**src/rtl/ordered_list_reader_pkg.sv**
```systemverilog
// Shared definitions for the ordered-list reader: FSM state encoding and
// the numRead clamp rule.
package ordered_list_reader_pkg;

    typedef enum logic [1:0] {
        ST_IDLE,
        ST_SCAN,
        ST_STREAM,
        ST_FIN
    } state_t;

    // A request of 0, or one larger than the list, means "the whole list".
    function automatic int clamp_count(input int n, input int list_size);
        return ((n == 0) || (n > list_size)) ? list_size : n;
    endfunction

endpackage

```
**src/rtl/ordered_list_reader_vote_tally.sv**
```systemverilog
// Per-label vote counters with first-seen index tracking and a nearest-wins
// argmax. Only built when KNN_READER_VOTE_EN is defined.
`ifdef KNN_READER_VOTE_EN
module knn_vote_tally #(
    parameter int LABEL_W = 4,
    parameter int CNT_W   = 4
) (
    input  logic               clk,
    input  logic               rst,
    input  logic               i_clear,
    input  logic               i_inc,
    input  logic [LABEL_W-1:0] i_label,
    input  logic [CNT_W-1:0]   i_idx,
    input  logic               i_fin,
    output logic [LABEL_W-1:0] o_label
);
    localparam int NUM_LBL = 1 << LABEL_W;

    logic [CNT_W-1:0]   r_cnt   [NUM_LBL];
    logic [CNT_W-1:0]   r_first [NUM_LBL];
    logic               r_seen  [NUM_LBL];
    logic [LABEL_W-1:0] r_label;
    logic [LABEL_W-1:0] w_best;
    logic [CNT_W-1:0]   w_best_cnt;
    logic [CNT_W-1:0]   w_best_first;

    always_ff @(posedge clk or posedge rst) begin
        if (rst) begin
            for (int l = 0; l < NUM_LBL; l++) begin
                r_cnt[l]   <= '0;
                r_first[l] <= '0;
                r_seen[l]  <= 1'b0;
            end
            r_label <= '0;
        end else begin
            if (i_clear) begin
                for (int l = 0; l < NUM_LBL; l++) begin
                    r_cnt[l]   <= '0;
                    r_first[l] <= '0;
                    r_seen[l]  <= 1'b0;
                end
            end else if (i_inc) begin
                r_cnt[i_label] <= r_cnt[i_label] + CNT_W'(1);
                if (!r_seen[i_label]) begin
                    r_seen[i_label]  <= 1'b1;
                    r_first[i_label] <= i_idx;
                end
            end
            if (i_fin) begin
                r_label <= w_best;
            end
        end
    end

    // Equal counts resolve to the label first seen closest to the query.
    always_comb begin
        w_best       = '0;
        w_best_cnt   = '0;
        w_best_first = '1;
        for (int l = 0; l < NUM_LBL; l++) begin
            if (r_seen[l] && ((r_cnt[l] > w_best_cnt) ||
                              ((r_cnt[l] == w_best_cnt) && (r_first[l] < w_best_first)))) begin
                w_best       = LABEL_W'(l);
                w_best_cnt   = r_cnt[l];
                w_best_first = r_first[l];
            end
        end
    end

    assign o_label = i_fin ? w_best : r_label;

endmodule
`endif

```
**src/rtl/ordered_list_reader.sv**
```systemverilog
// Snapshots the k-nearest list and streams it smallest-first over valid/ready.
// Optional majority vote on bag labels: define KNN_READER_VOTE_EN.
module ordered_list_reader
    import ordered_list_reader_pkg::*;
#(
    parameter int COMP_W    = 32,
    parameter int BAG_W     = 32,
    parameter int LIST_SIZE = 8,
    parameter int CNT_W     = 4
`ifdef KNN_READER_VOTE_EN
    ,
    parameter int LABEL_W   = 4
`endif
) (
    input  logic                        clk,
    input  logic                        rst,
    input  logic                        start,
    input  logic [CNT_W-1:0]            numRead,
    input  logic [COMP_W*LIST_SIZE-1:0] compIn,
    input  logic [BAG_W*LIST_SIZE-1:0]  bagIn,
    output logic                        busy,
    output logic                        outValid,
    input  logic                        outReady,
    output logic [COMP_W-1:0]           outComp,
    output logic [BAG_W-1:0]            outBag,
    output logic [CNT_W-1:0]            outIdx,
    output logic                        outLast,
    output logic                        done,
    output logic [CNT_W-1:0]            readCount
`ifdef KNN_READER_VOTE_EN
    ,
    output logic [LABEL_W-1:0]          voteLabel,
    output logic                        voteValid
`endif
);
    localparam int IDX_W = (LIST_SIZE > 1) ? $clog2(LIST_SIZE) : 1;
    localparam logic [COMP_W-1:0] EMPTY_COMP = '1;
    localparam logic [CNT_W-1:0]  LAST_IDX   = CNT_W'(LIST_SIZE - 1);

    state_t             r_state;
    state_t             w_state_nxt;
    logic [COMP_W-1:0]  r_comp [LIST_SIZE];
    logic [BAG_W-1:0]   r_bag  [LIST_SIZE];
    logic [CNT_W-1:0]   r_limit;
    logic [CNT_W-1:0]   r_idx;
    logic [CNT_W-1:0]   r_read_count;
    logic [IDX_W-1:0]   w_rd_sel;
    logic [IDX_W-1:0]   w_nx_sel;
    logic               w_start_acc;
    logic               w_fire;
    logic               w_last;
    logic               w_next_empty;

    assign w_start_acc  = (r_state == ST_IDLE) && start;
    assign w_rd_sel     = r_idx[IDX_W-1:0];
    assign w_nx_sel     = (r_idx == LAST_IDX) ? w_rd_sel : (w_rd_sel + IDX_W'(1));
    assign w_next_empty = (r_comp[w_nx_sel] == EMPTY_COMP);
    assign w_last       = (r_idx == (r_limit - CNT_W'(1))) || (r_idx == LAST_IDX) || w_next_empty;
    assign w_fire       = (r_state == ST_STREAM) && outReady;

    always_comb begin
        w_state_nxt = r_state;
        case (r_state)
            ST_IDLE:   if (start) w_state_nxt = ST_SCAN;
            ST_SCAN:   w_state_nxt = (r_comp[0] == EMPTY_COMP) ? ST_FIN : ST_STREAM;
            ST_STREAM: if (w_fire && w_last) w_state_nxt = ST_FIN;
            ST_FIN:    w_state_nxt = ST_IDLE;
            default:   w_state_nxt = ST_IDLE;
        endcase
    end

    always_ff @(posedge clk or posedge rst) begin
        if (rst) begin
            r_state <= ST_IDLE;
        end else begin
            r_state <= w_state_nxt;
        end
    end

    // The snapshot decouples the stream from the live list, which may be
    // cleared or refilled as soon as the capture cycle has passed.
    always_ff @(posedge clk or posedge rst) begin
        if (rst) begin
            for (int i = 0; i < LIST_SIZE; i++) begin
                r_comp[i] <= '0;
                r_bag[i]  <= '0;
            end
            r_limit      <= '0;
            r_idx        <= '0;
            r_read_count <= '0;
        end else begin
            if (w_start_acc) begin
                for (int i = 0; i < LIST_SIZE; i++) begin
                    r_comp[i] <= compIn[i*COMP_W +: COMP_W];
                    r_bag[i]  <= bagIn[i*BAG_W +: BAG_W];
                end
                r_limit <= CNT_W'(clamp_count(int'(numRead), LIST_SIZE));
                r_idx   <= '0;
            end else if (w_fire && !w_last) begin
                r_idx <= r_idx + CNT_W'(1);
            end

            if ((r_state == ST_SCAN) && (r_comp[0] == EMPTY_COMP)) begin
                r_read_count <= '0;
            end else if (w_fire && w_last) begin
                r_read_count <= r_idx + CNT_W'(1);
            end
        end
    end

    assign busy      = (r_state == ST_SCAN) || (r_state == ST_STREAM);
    assign outValid  = (r_state == ST_STREAM);
    assign outComp   = outValid ? r_comp[w_rd_sel] : '0;
    assign outBag    = outValid ? r_bag[w_rd_sel] : '0;
    assign outIdx    = outValid ? r_idx : '0;
    assign outLast   = outValid && w_last;
    assign done      = (r_state == ST_FIN);
    assign readCount = r_read_count;

`ifdef KNN_READER_VOTE_EN
    knn_vote_tally #(
        .LABEL_W (LABEL_W),
        .CNT_W   (CNT_W)
    ) u_vote_tally (
        .clk     (clk),
        .rst     (rst),
        .i_clear (w_start_acc),
        .i_inc   (w_fire),
        .i_label (r_bag[w_rd_sel][LABEL_W-1:0]),
        .i_idx   (r_idx),
        .i_fin   (done),
        .o_label (voteLabel)
    );

    assign voteValid = done && (r_read_count != '0);
`endif

endmodule
```
**config.mk**
```make
export PLATFORM = sky130hd
export DESIGN_NAME = ordered_list_reader
export DESIGN_NICKNAME = d
export VERILOG_FILES = /design/src/rtl/ordered_list_reader_pkg.sv /design/src/rtl/ordered_list_reader_vote_tally.sv /design/src/rtl/ordered_list_reader.sv
export SDC_FILE = /design/constraint.sdc
export NUM_CORES = 1
export LEC_CHECK = 0
export BUFFER_PORTS_ARGS = -buffer_cell sky130_fd_sc_hd__buf_2
export CORE_MARGIN = 1.5
export CORE_UTILIZATION = 35
export CTS_BUF_LIST = sky130_fd_sc_hd__clkbuf_16
export DETAILED_ROUTE_END_ITERATION = 10
export GPL_TIMING_DRIVEN = 0
export HOLD_SLACK_MARGIN = 0.1
export PLACE_DENSITY = 0.65
export SLEW_MARGIN = 20
export SYNTH_ARGS = -nofsm -noshare
export SYNTH_HDL_FRONTEND = slang
export SYNTH_HIERARCHICAL = 1
export SYNTH_SLANG_ARGS = --single-unit
```
**constraint.sdc**
```tcl
create_clock -name clk -period 24.5 [get_ports clk]
set_clock_uncertainty 0.15 [all_clocks]
set_input_delay 3.675 -clock clk [delete_from_list [all_inputs] [get_ports clk]]
set_output_delay 3.675 -clock clk [all_outputs]
set_load 0.02 [all_outputs]
```
==> Yosys cells after proc, flatten, opt, wreduce, memory -nomap -nowiden <==
Cells that the tools add are included.
{ "op_classes": {"n_div": 0, "mul": 0, "shift": 0, "magnitude_cmp": 3, "n_addsub": 3, "n_reduce_logical": 16, "bitwise_logic": 2, "eq_ne": 9, "muxes": 22} }
{ "op_table": {"columns": ["op", "count"], "rows": [
  ["$bmux W32 S3", 3],
  ["$mux W32", 8],
  ["$eq A32 B32 Y1 const B", 2],
  ["$mux W4", 6],
  ["$ge A4 B4 Y1 const B", 2],
  ["$not A3 Y4", 2],
  ["$pmux W2 S4", 1],
  ["$logic_and A1 B1 Y1", 6],
  ["$add A4 B1 Y4 const B", 1],
  ["$eq A2 B2 Y1 const B", 2],
  ["$eq A4 B3 Y1 const B", 1],
  ["$eq A4 B4 Y1", 1],
  ["$gt A4 B4 Y1 const B", 1],
  ["$logic_not A4 Y1", 1],
  ["$logic_or A1 B1 Y1", 4],
  ["$mux W2", 2],
  ["$reduce_bool A2 Y1", 2],
  ["$sub A4 B1 Y4 const B", 1],
  ["$add A3 B1 Y3 const B", 1],
  ["$mux W3", 1],
  ["$eq A2 B1 Y1 const B", 1],
  ["$logic_not A2 Y1", 1],
  ["$ne A2 B1 Y1 const B", 1],
  ["$ne A2 B2 Y1 const B", 1],
  ["3 further kinds", 3]
]} }
{ "word_totals": {"mem_count": 0, "input_bits": 520, "romBits": 0, "ff_bits": 526, "wordCells": 75, "latch_bits": 0, "ramBits": 0, "output_inout_bits": 76} }

==> Logic depth before layout (Yosys ltp) <==
Gate-level depths: netlist (run 1).
{ "logic_depth": {"word_depth": 12, "depth_mapped": 9, "ltp_nobuf": 9} }

==> Worst setup path before layout (run 1) <==
Ideal clock, no wire load.
{ "synth_timing": {"kind": "register -> output", "start": "register r_idx[0]", "end": "output outLast", "required_time_ps": 20675, "slack_ps": 18642, "stages_incl_launch_ff": 8, "n_path_buf": 0, "arrival_ps": 2033, "cell_sequence": "dfrtp_1 ha_1 nand3b_4 mux2i_1 nand4_1 a41oi_1 o22ai_1 a21oi_1"} }
{ "synth_between": {"elab_chain_cells": 9, "word_cells_on_any_way": 12, "classes_between": "add/sub: 1; eq/ne: 3; mux: 4; bitwise: 1; reduce/logical: 3"} }
{ "synth_rtl": {"columns": ["element", "line_no", "rtl"], "rows": [
  ["start: declaration", "ordered_list_reader.sv:45", "logic [CNT_W-1:0] r_idx;"],
  ["start signal: assignment", "ordered_list_reader.sv:100", "r_idx <= r_idx + CNT_W'(1);"],
  ["$add A3 B1 Y3 or $eq A4 B3 Y1 (tied branches)", "ordered_list_reader.sv:56, ordered_list_reader.sv:58", null],
  ["$mux W3", "ordered_list_reader.sv:56", "assign w_nx_sel = (r_idx == LAST_IDX) ? w_rd_sel : (w_rd_sel + IDX_W'(1));"],
  ["$not A3 Y4 (implied by the code)", "ordered_list_reader.sv:57", "assign w_next_empty = (r_comp[w_nx_sel] == EMPTY_COMP);"],
  ["$bmux W32 S3", "ordered_list_reader.sv:57", null],
  ["$mux W32 (implied by the code) (2 in series)", "ordered_list_reader.sv:57", null],
  ["$eq A32 B32 Y1", "ordered_list_reader.sv:57", null],
  ["$logic_or A1 B1 Y1 (*)", "ordered_list_reader.sv:58", "assign w_last = (r_idx == (r_limit - CNT_W'(1))) || (r_idx == LAST_IDX) || w_next_empty;"],
  ["$logic_and A1 B1 Y1 (*)", "ordered_list_reader.sv:116", "assign outLast = outValid && w_last;"],
  ["end: declaration", "ordered_list_reader.sv:27", "output logic outLast,"]
]} }
Every way passes the cells marked *; elsewhere a longest branch is shown, timed or not. The select of a mux whose other input is x is not followed.

==> Worst setup path after layout (run 1) <==
{ "layout_timing": {"start": "register r_idx[2]", "end": "output outBag[30]"} }
{ "layout_between": {"elab_chain_cells": 5} }
{ "layout_rtl": {"columns": ["element", "line_no", "rtl"], "rows": [
  ["$not A3 Y4 (implied by the code)", "ordered_list_reader.sv:114", "assign outBag = outValid ? r_bag[w_rd_sel] : '0;"],
  ["$bmux W32 S3", "ordered_list_reader.sv:114", null],
  ["$mux W32 (implied by the code) (2 in series)", "ordered_list_reader.sv:114", null],
  ["$mux W32", "ordered_list_reader.sv:114", null],
  ["end: declaration", "ordered_list_reader.sv:25", "output logic [BAG_W-1:0] outBag,"]
]} }
No other way between the ends. The select of a mux whose other input is x is not followed.

==> flow_summary.json, run 1 <==
{
  "status": "finished, final reports clean",
  "hold_depth": 1,
  "initial_core_util": 0.354,
  "min-delay-start": "r_bag[53]$_DFFE_PP0P_",
  "grt_pass1_wl_um": 129000,
  "cp_slowest_cell": "clkbuf_1",
  "rsz0062_at_grt": "false",
  "setup_violations": 0,
  "async_flop_share": 1.00,
  "worst-path-max-fanout": 10,
  "coreArea_mm2": 0.0688,
  "r2r_slack_ns": 21.22,
  "cts_sinks": 526,
  "clockBufferDepth": 3,
  "required_ns": 20.67,
  "ys_warn_count": 6,
  "max-vdd-ir-drop_mv": 0.0692,
  "cpMostUsedCell": "clkbuf_1",
  "critPathLaunch": "r_idx[2]$_DFFE_PP0P_",
  "fp.dieArea_mm2": 0.0713,
  "yosysSeqAreaShare": 0.540,
  "rr_worst_depth": 6,
  "min_path_type": "flop to flop",
  "maxSlewViolCount": 0,
  "grt_usage": 0.252,
  "final.period_utilization": 0.317,
  "synth.largest_area_cell": "dfrtp_1",
  "grt_max_degree": 108,
  "worst_slew_pin_slew_ns": 1.07,
  "r2r-start": "r_state[0]$_DFFE_PP0P_",
  "synth_area_leaders": "dfrtp_1 54%, mux2_2 24%, mux4_2 12%",
  "syn_nets": 2124,
  "maxCapViolations": 0,
  "vias_per_cell": 5.31,
  "worstSetupPathType": "flop to primary output",
  "fill_cells": 6368,
  "cp.arrival_ns": 3.94,
  "finalCriticalPeriod_ns": 7.76,
  "syn_to_final_growth_pct": 25.7,
  "numPortBuffers": 595,
  "synthTopCellsByCount": "526 x dfrtp_1, 514 x mux2_2, 128 x mux4_2",
  "synth.cell_area_mm2": 0.0244,
  "r2r-end": "r_bag[45]$_DFFE_PP0P_",
  "synth.avg_cell_area_um2": 15.3,
  "netlist_instances": 1597,
  "drt_iter0_markers": 1048,
  "cts_hold_buffers": 0,
  "die_w_um": 267,
  "h-tree-depth": 2,
  "ant_nets": 0,
  "clock.fmax_ghz": 0.129,
  "finalHoldViolCount": 0,
  "min_to": "r_bag[53]$_DFFE_PP0P_",
  "grt_pass1_vias": 18900,
  "crit_chain": "clkbuf_1 > clkbuf_1 > buf_1 > mux2i_1 > nor2_1 > buf_2",
  "io_pins": 596,
  "clk_pin_slew_ns": 0.06,
  "vias": 17200,
  "cts_resized": 0,
  "cellPowerDensity_mw_per_mm2": 137,
  "cts_setup_buffers": 0,
  "synth-seq-cells": 526,
  "cts_buffers": 59,
  "rows": 96,
  "insertion_delay_ns": 0.61,
  "yosysTopAreaCellShare": 0.540,
  "numPlacedInstances": 3128,
  "layoutNonFillerInstCount": 3245,
  "drc": 0,
  "maxSlewHeadroom": 0.286,
  "wl_per_cell_um": 27.8,
  "tns_ns": 0,
  "grt-ovfl-total": 0,
  "total_power_w": 0.00421,
  "grt_antenna_before_repair": 44,
  "cp-end-kind": "primary output",
  "cts_tree": "yes",
  "synth.most_common_cell": "dfrtp_1",
  "ys_types": 37,
  "start_kind": "flop",
  "max_stage_delay_ns": 0.85,
  "gp_congestion": 0.948,
  "wirelength_um": 90200,
  "finalNetCount": 2785,
  "cts_root_buffer": "clkbuf_16",
  "dr.pass1.iters": 5,
  "leakage_nw": 13.4,
  "synth-main-ff-cell": "dfrtp_1",
  "fp.dieH_um": 267,
  "synth_edf_count": 0,
  "drive_above_1_share": 0.585,
  "dpl.hpwl_um": 71800
}
## kinds of logic after synthesis
kind of cell / Yosys count / synth area share
multiplexers: 716 / 0.386
flip-flops: 526 / 0.540
adder cells (fa/ha/maj): 7 / 0.00359
AND/OR/NAND/NOR: 203 / 0.0434
XOR/XNOR: 7 / 0.00251
buffers and inverters: 113 / 0.0182
AO/OA/AOI/OAI: 25 / 0.00646
## critical path, delay by kind of cell, from the launching register on
family / cells / cell delay, ns
buf+inv: 4 / 2.47
flops: 1 / 0.48
mux: 1 / 0.29
simple gates: 1 / 0.07
## through the flow
stage	setup slack, ns	hold slack, ns	util	instance area [um2]
6_report	16.74	0.349	0.445	30700
5_1_grt	16.50	0.359	0.445	30600
4_1_cts	16.57	0.350	0.445	30600
3_5_place_dp	17.25	0.338	0.417	28700
3_3_place_gp	0.660	0.332	0.415	28500
2_1_floorplan	5.98	0.319	-	24400
## placed cells by master, fill, tap and decap left out, types with 11 or more instances in the layout
master,count
clkbuf_1,80
clkinv_1,11
mux2_2,514
nor4_1,15
diode_2,13
mux2i_1,73
clkbuf_16,61
dfrtp_1,526
nand2_1,22
buf_1,12
inv_1,17
nor2_1,69
buf_2,605
mux4_2,128
nand4_1,68
## routing by layer
layer,GRT usage,up-vias,share of wire
li1,-,7346,-
met1,0.289,8954,0.37
met2,0.440,689,0.50
met3,0.0816,181,0.085
met4,0.0834,60,0.033
met5,0,-,0.0039
## area by class of cell
class                           instances  area (um2)  area share
Antenna cell                           13        32.5     0.00106
Buffer                                104         412      0.0134
Clock buffer                           61        1530      0.0498
Clock inverter                         43         408      0.0133
Inverter                                9        41.3     0.00135
Multi-Input combinational cell        958       10800       0.352
Sequential cell                       526       13200       0.429
Tap cell                              931        1160      0.0380
Timing Repair Buffer                  600        3120       0.102
## worst max-delay path by stage
stage                             endpoint  slack (ns)  depth (start not counted)
finish                          outBag[30]       16.74                          6
global route                    outBag[29]       16.50                          7
CTS                             outBag[30]       16.57                          7
detailed placement              outBag[30]       17.25                          7
global placement    r_comp[73]$_DFFE_PP0P_        0.66                          2
floorplan             r_bag[0]$_DFFE_PP0P_        5.98                          1
## sequential cells by signal, indices dropped and copies added, names as in the netlist
register and count:
r_bag 256, r_comp 256, r_idx 4, r_limit 4, readCount 4, r_state 2
## power breakdown
part / internal (W) / leakage, nW / total [W] / switching, W
sequential: 0.00132 / 6.23 / 0.00165 / 0.000331
combinational: 0.000881 / 6.23 / 0.00166 / 0.000780
clock: 0.000530 / 0.974 / 0.000898 / 0.000368
total: 0.00273 / 13.4 / 0.00421 / 0.00148
No activity file was read; power rests on OpenSTA's default activity.
==> inputs of run 2 (changes only) <==
Clock period 24.5 ns to 7.2 ns, I/O delays scaled along.
==> flow_summary.json, run 2 (synthesis results as in run 1) <==
{
  "min_path_type": "flop to flop",
  "rsz0062_at_grt": "false",
  "numPlacedInstances": 3140,
  "syn_to_final_growth_pct": 26.0,
  "worst-path-max-fanout": 10,
  "numPortBuffers": 595,
  "required_ns": 5.97,
  "h-tree-depth": 2,
  "leakage_nw": 13.5,
  "ant_nets": 0,
  "cts_buffers": 58,
  "maxSlewViolCount": 0,
  "drc": 0,
  "drive_above_1_share": 0.587,
  "vias": 17300,
  "cpMostUsedCell": "clkbuf_1",
  "coreArea_mm2": 0.0688,
  "fill_cells": 6293,
  "grt_pass1_vias": 19100,
  "most-common-layout-cells": "605 x buf_2, 526 x dfrtp_1, 514 x mux2_2",
  "grt_pass1_wl_um": 129000,
  "dr.pass1.iters": 7,
  "io_pins": 596,
  "setup_ws_ns": 2.08,
  "grt_max_degree": 37,
  "cp-end-kind": "primary output",
  "cts_resized": 0,
  "cp.arrival_ns": 3.89,
  "status": "finished, final reports clean",
  "max-vdd-ir-drop_mv": 0.273,
  "finalNetCount": 2796,
  "cts_hold_buffers": 0,
  "clock.fmax_ghz": 0.195,
  "setup_violations": 0,
  "dpl.hpwl_um": 72800,
  "worstSetupPathType": "flop to primary output",
  "place_area_mm2": 0.0289,
  "die_w_um": 267,
  "maxSlewHeadroom": 0.107,
  "final.period_utilization": 0.712,
  "grt_usage": 0.252,
  "initial_core_util": 0.354,
  "cp_slowest_cell": "clkbuf_1",
  "insertion_delay_ns": 0.61,
  "cts_setup_buffers": 0,
  "cts_tree": "yes",
  "maxCapViolations": 0,
  "crit_chain": "clkbuf_1 > clkbuf_2 > clkbuf_1 > mux4_2 > mux2i_1 > nor2_1 > buf_2",
  "reg.largest.list": "r_bag: 256 flops, r_comp: 256 flops",
  "finalCriticalPeriod_ns": 5.12,
  "critical_path_buf_inv_count": 4,
  "clockBufferDepth": 3,
  "layoutNonFillerInstCount": 3259,
  "start_kind": "flop",
  "worst_slew_pin_slew_ns": 1.33,
  "fp.dieH_um": 267,
  "drt_iter0_markers": 1041,
  "pre_cts_ws_ns": 2.63,
  "max_stage_delay_ns": 0.86,
  "crit_family": "buffers and inverters",
  "cts_root_buffer": "clkbuf_16",
  "vias_per_cell": 5.31,
  "finalHoldViolCount": 0,
  "wirelength_um": 90900,
  "tns_ns": 0,
  "fp.dieArea_mm2": 0.0713,
  "gp_congestion": 0.896,
  "layout_commonest_cell": "buf_2",
  "clk_pin_slew_ns": 0.06,
  "wl_per_cell_um": 27.9,
  "rows": 96,
  "grt-ovfl-total": 0,
  "grt_antenna_before_repair": 39,
  "postLayoutCellArea_mm2": 0.0307,
  "cellPowerDensity_mw_per_mm2": 460,
  "cts_sinks": 526
}
==> run 2: through the flow <==
step	hold slack, ns	power, W	util
floorplan	0.319	0.00923	-
global placement	0.332	0.0111	0.415
detailed placement	0.339	0.0114	0.420
CTS	0.351	0.0142	0.446
global route	0.358	0.0148	0.446
finish	0.348	0.0141	0.446
==> run 2: worst reg2reg max path, cell delays in order (launching register included) <==
cell and delay, ns:
dfrtp_1 0.41, nand4_1 0.15, nor4_1 1.12, nand2_1 0.14, a211oi_1 0.46, nor3_1 0.15
a21oi_1 0.44, mux2i_1 0.24
==> run 2: final timing paths <==
kind | start | to | slack (ns) | depth (start not counted)
hold / removal | r_bag[54]$_DFFE_PP0P_ | r_bag[54]$_DFFE_PP0P_ | 0.35 | 1
setup / recovery | r_idx[1]$_DFFE_PP0P_ | outComp[31] | 2.08 | 7
setup reg to reg | r_comp[223]$_DFFE_PP0P_ | readCount[0]$_DFFE_PP0P_ | 3.86 | 7
min in group asynchronous | rst | r_bag[234]$_DFFE_PP0P_ | 0.42 | 2
max in group asynchronous | rst | r_comp[43]$_DFFE_PP0P_ | 4.91 | 7
hold reg to reg | r_bag[54]$_DFFE_PP0P_ | r_bag[54]$_DFFE_PP0P_ | 0.35 | 1
==> run 2: per-layer routing <==
| layer | up-vias | GRT usage | share of wire |
|---|---|---|---|
| met5 | - | 0 | 0.0030 |
| met3 | 179 | 0.0820 | 0.088 |
| met1 | 8979 | 0.287 | 0.37 |
| met2 | 736 | 0.438 | 0.50 |
| met4 | 44 | 0.0957 | 0.036 |
| li1 | 7377 | - | - |
==> run 2: where the power goes <==
part / switching [W] / leakage, nW / internal, W
clock: 0.00124 / 0.935 / 0.00162
combinational: 0.00268 / 6.33 / 0.00301
sequential: 0.00112 / 6.23 / 0.00448
total: 0.00504 / 13.5 / 0.00910
==> run 2: cell type report <==
class,count,area [um2],share of cell area
Buffer,104,414,0.0135
Clock buffer,59,1480,0.0481
Clock inverter,44,312,0.0101
Inverter,9,37.5,0.00122
Antenna cell,16,40.0,0.00130
Tap cell,931,1160,0.0379
Timing Repair Buffer,612,3330,0.108
Multi-Input combinational cell,958,10800,0.351
Sequential cell,526,13200,0.428
